## config.mk

```make
export PLATFORM = sky130hd
export DESIGN_NAME = mem_access_unit
export DESIGN_NICKNAME = d
export VERILOG_FILES = /design/src/rtl/mem_access_unit.sv
export SDC_FILE = /design/constraint.sdc
export NUM_CORES = 1
export LEC_CHECK = 0
export CAP_MARGIN = 20
export CORE_ASPECT_RATIO = 0.9
export CORE_MARGIN = 1
export CORE_UTILIZATION = 60
export CTS_BUF_LIST = sky130_fd_sc_hd__clkbuf_2 sky130_fd_sc_hd__clkbuf_4 sky130_fd_sc_hd__clkbuf_8
export CTS_CLUSTER_DIAMETER = 200
export CTS_CLUSTER_SIZE = 10
export DETAILED_ROUTE_END_ITERATION = 7
export DONT_BUFFER_PORTS = 1
export PLACE_DENSITY = 0.76
export SYNTH_ARGS = -nofsm -noshare
export SYNTH_HDL_FRONTEND = slang
export SYNTH_SLANG_ARGS = --single-unit
```

## constraint.sdc

```tcl
create_clock -name clock -period 5.8 [get_ports clock]
set_input_delay 1.16 -clock clock [delete_from_list [all_inputs] [get_ports clock]]
set_output_delay 1.16 -clock clock [all_outputs]
set_load 0.02 [all_outputs]
```

## src/rtl/mem_access_unit.sv

```systemverilog
// mem_access_unit: turns core load/store requests into single-cycle
// data-memory strobes and returns a held response. Out-of-range
// addresses are answered directly with an error, and a saturating
// counter records how many such requests were accepted.
//
// state  | meaning
// IDLE   | ready for a new request
// ACCESS | one cycle with the memory strobe asserted
// RESP   | response presented, waiting for resp_ready
module mem_access_unit #(
    parameter int MEM_DEPTH = 31
) (
    input  logic       clock,
    input  logic       reset,
    input  logic       req_valid,
    output logic       req_ready,
    input  logic       req_write,
    input  logic [7:0] req_addr,
    input  logic [7:0] req_wdata,
    output logic       resp_valid,
    input  logic       resp_ready,
    output logic [7:0] resp_rdata,
    output logic       resp_error,
    output logic [7:0] address,
    output logic [7:0] writeData,
    input  logic [7:0] dataIn,
    output logic       MemRead,
    output logic       MemWrite,
    output logic [7:0] error_count
);

    typedef enum logic [1:0] {IDLE, ACCESS, RESP} state_t;

    // Nine bits so a MEM_DEPTH of 256 still compares correctly.
    localparam logic [8:0] DEPTH_LIM = 9'(MEM_DEPTH);

    state_t state, state_nxt;
    logic   wr_q;
    logic   accept;
    logic   in_range;

    assign in_range = ({1'b0, req_addr} < DEPTH_LIM);
    assign accept   = req_valid && req_ready;

    // Next-state and handshake/strobe decode.
    always_comb begin
        state_nxt  = state;
        req_ready  = 1'b0;
        resp_valid = 1'b0;
        MemRead    = 1'b0;
        MemWrite   = 1'b0;
        case (state)
            IDLE: begin
                // Held low during reset so nothing looks acceptable then.
                req_ready = ~reset;
                if (accept) begin
                    state_nxt = in_range ? ACCESS : RESP;
                end
            end
            ACCESS: begin
                MemRead   = ~wr_q;
                MemWrite  = wr_q;
                state_nxt = RESP;
            end
            RESP: begin
                resp_valid = 1'b1;
                if (resp_ready) begin
                    state_nxt = IDLE;
                end
            end
            default: state_nxt = IDLE;
        endcase
    end

    // State, captured request, memory-side registers and response data.
    always_ff @(posedge clock) begin
        if (reset) begin
            state       <= IDLE;
            wr_q        <= 1'b0;
            address     <= 8'd0;
            writeData   <= 8'd0;
            resp_rdata  <= 8'd0;
            resp_error  <= 1'b0;
            error_count <= 8'd0;
        end else begin
            state <= state_nxt;
            if (accept) begin
                wr_q <= req_write;
                // address/writeData double as the registered request and
                // only move for accesses that really reach the memory.
                if (in_range) begin
                    address   <= req_addr;
                    writeData <= req_wdata;
                end else begin
                    resp_rdata <= 8'd0;
                    resp_error <= 1'b1;
                    if (error_count != 8'hFF) begin
                        error_count <= error_count + 8'd1;
                    end
                end
            end
            if (state == ACCESS) begin
                resp_rdata <= wr_q ? 8'd0 : dataIn;
                resp_error <= 1'b0;
            end
        end
    end

endmodule

```

==> flow_summary.toml <==
[pwr]
pwr-share-comb = 0.047
p_int_uw = 322
p_leak_uw = 0.000569
power_frac_clock = 0.343
switching_power_uw = 102
switching_share = 0.241
seq_power_share = 0.610
powerDensity_mw_per_mm2 = 287
peakVddDrop_uv = 238

[timing]
finalSetupViolCount = 0
fin_ws_ns = 2.99
finClkSkew_ns = 0.00864
fin_crit_sh = 0.484
maxSlewHeadroom = 0.371
max_freq_ghz = 0.356
whs_ns = 0.558
final-hold-violation-count = 0
worst_slew_pin_slew_ns = 0.939
fin_crit_ns = 2.81
rsz0062_at_grt = "no"
fin_setup_tns_ns = 0
maxSlewViolCount = 0

[global_route]
grt_pass1_vias = 967
gr-usage-met2 = 0.357
use_met3 = 0.130
use_met1 = 0.300
grt_pass1_wl_um = 4250
busiest_layer = "met2"
grt_max_degree = 27
grt.total_usage = 0.245
antenna_found_initial = 0
overflow = 0

[routing]
drt-vias-per-instance = 6.12
drc_errors = 0
wl_per_cell_um = 15.9
ant_nets = 0
vias = 1089
drtPass1Iterations = 4
drt_iter0_drc = 12
drt-total-wl_um = 2830

[layout]
n_antenna_cell = 0
drive_gt1_frac = 0.0927
area_growth_pct = 5.73
fin_nets = 180

[synthesis]
synth_top_area_frac = 0.516
yosys.cell_types.count = 33
synth_cells = 149
syn_nets = 179
synth_ff_type = "dfxtp_1"
synth_area_leaders = "dfxtp_1 (52%), a21oi_1 (5.4%), a22o_1 (5.0%)"
ys_seq_area_frac = 0.516
synthArstFlopShare = 0
synthTopCellsByCount = "dfxtp_1 (36), a21oi_1 (15), nand2_1 (13)"
avgSynthCellArea_sq_um = 9.38
synth_edf_count = 0
netlist_area_sq_mm = 0.00140
yosysMostFrequentCell = "dfxtp_1"
ys_ff_latch = 36
yosys.area.top_type = "dfxtp_1"
yosysWarnings = 0

[worst_setup_path]
cp_num_buf_inv = 0
rrSetupSlack_ns = 3.63
cp_top_family = "simple AND/OR/NAND/NOR gates"
cp.arrival_ns = 1.65
slowest_stage = "nor3_1"
slowest_delay_ns = 0.48
crit_path_max_fanout = 26
regToRegEndpoint = "error_count[5]"
reg2regPathDepth = 4
worstPathRequired_ns = 4.64
start_kind = "input pin"
cp-end-kind = "output pin"
r2r_start = "state[0]"
crit_chain = "nor3_1"
crit_type = "in2out"

[clock_network]
clock-sinks = 36
root_buffer = "clkbuf_4"
cts_setup_buffers = 0
cts_tree = "built"
clockBufferDepth = 2
cts_buffers = 5
ctsResizeCount = 0
hold_buffers = 0
clk_pin_slew_ns = 0.10
h-tree-depth = 2
clk_latency_ns = 0.34

[min_path]
min-delay-start = "writeData[4]"
holdPathStages = 2
whs_endpoint = "writeData[4]"
min_path_type = "reg2reg"

[floorplanning]
die_w_um = 52.9
die_y_um = 47.8
design.core.area_sq_mm = 0.00218
rows = 16
die-area_sq_mm = 0.00253
start_util = 0.640
ios = 66

[placed_design]
routabilityCongestion = 0.753
dp_hpwl_um = 2050
port_buffers = 0
pre_cts_ws_ns = 2.92

[outcome]
status = "finished, final reports clean"

[run]
max-cap-violations = 0
## cell families (layout without fill, tap and decap cells)
group,after synthesis,count (layout),share of synthesized area
buffers and inverters,12,14,0.0331
adder cells (fa/ha/maj),1,1,0.00895
AND/OR/NAND/NOR,55,55,0.209
AO/OA/AOI/OAI,39,39,0.190
multiplexers,6,6,0.0439
flip-flops,36,36,0.516
## worst max path at each step
| stage | startpoint | end | slack [ns] | cells past startpoint |
|---|---|---|---|---|
| detailed placement | reset | error_count[5] | 2.92 | 4 |
| global placement | reset | req_ready | 3.00 | 1 |
| finish | reset | req_ready | 2.99 | 1 |
| floorplan | reset | req_ready | 2.67 | 3 |
| global route | reset | req_ready | 2.93 | 1 |
| CTS | reset | req_ready | 2.99 | 1 |
## power groups by stage
stage          Sequential [uW]  Combinational [uW]  Clock [uW]
2_1_floorplan              263                19.4           0
3_3_place_gp               264                19.0           0
3_5_place_dp               264                20.1           0
4_1_cts                    259                20.2         148
5_1_grt                    259                22.4         159
6_report                   259                20.0         146
## layout by cell type (no fill, tap or decap), drive strengths merged
cell type	n
o31ai	3
or2	1
mux2	1
a22o	8
buf	1
and3	4
clkinvlp	1
mux2i	5
dfxtp	36
or4	2
o41ai	1
o21ai	4
nand2b	2
o21a	1
o311ai	2
a31oi	2
o211ai	2
ha	1
or3	2
a211oi	1
nor3	3
nand3	12
a21oi	15
nor2b	2
nand2	13
nor2	10
and4b	1
nor4b	1
clkbuf	7
nand4	2
inv	5
## layer usage
layer | up-vias | wire [um]
met5 | - | 0
met2 | 45 | 1340
met3 | 4 | 232
met4 | 0 | 39
li1 | 546 | -
met1 | 494 | 1210
## per-stage QoR
step / cells / total power (uW) / util / instance area, sq um
2_1_floorplan: 149 / 283 / - / 1400
3_3_place_gp: 170 / 283 / 0.647 / 1410
3_5_place_dp: 170 / 285 / 0.647 / 1410
4_1_cts: 178 / 427 / 0.677 / 1480
5_1_grt: 178 / 441 / 0.677 / 1480
6_report: 178 / 424 / 0.677 / 1480
## final cells by class
class,instances,area [sq um]
Tap cell,27,33.8
Fill cell,191,704
Timing Repair Buffer,1,7.51
Sequential cell,36,721
Clock buffer,7,58.8
Clock inverter,1,7.51
Inverter,5,18.8
Multi-Input combinational cell,101,631
## state kept, by name, indices dropped and copies added, names as in the netlist
| signal | flops |
|---|---|
| state | 2 |
| address | 8 |
| writeData | 8 |
| resp_rdata | 8 |
| resp_error | 1 |
| wr_q | 1 |
| error_count | 8 |
No activity file was read; power rests on OpenSTA's default activity.
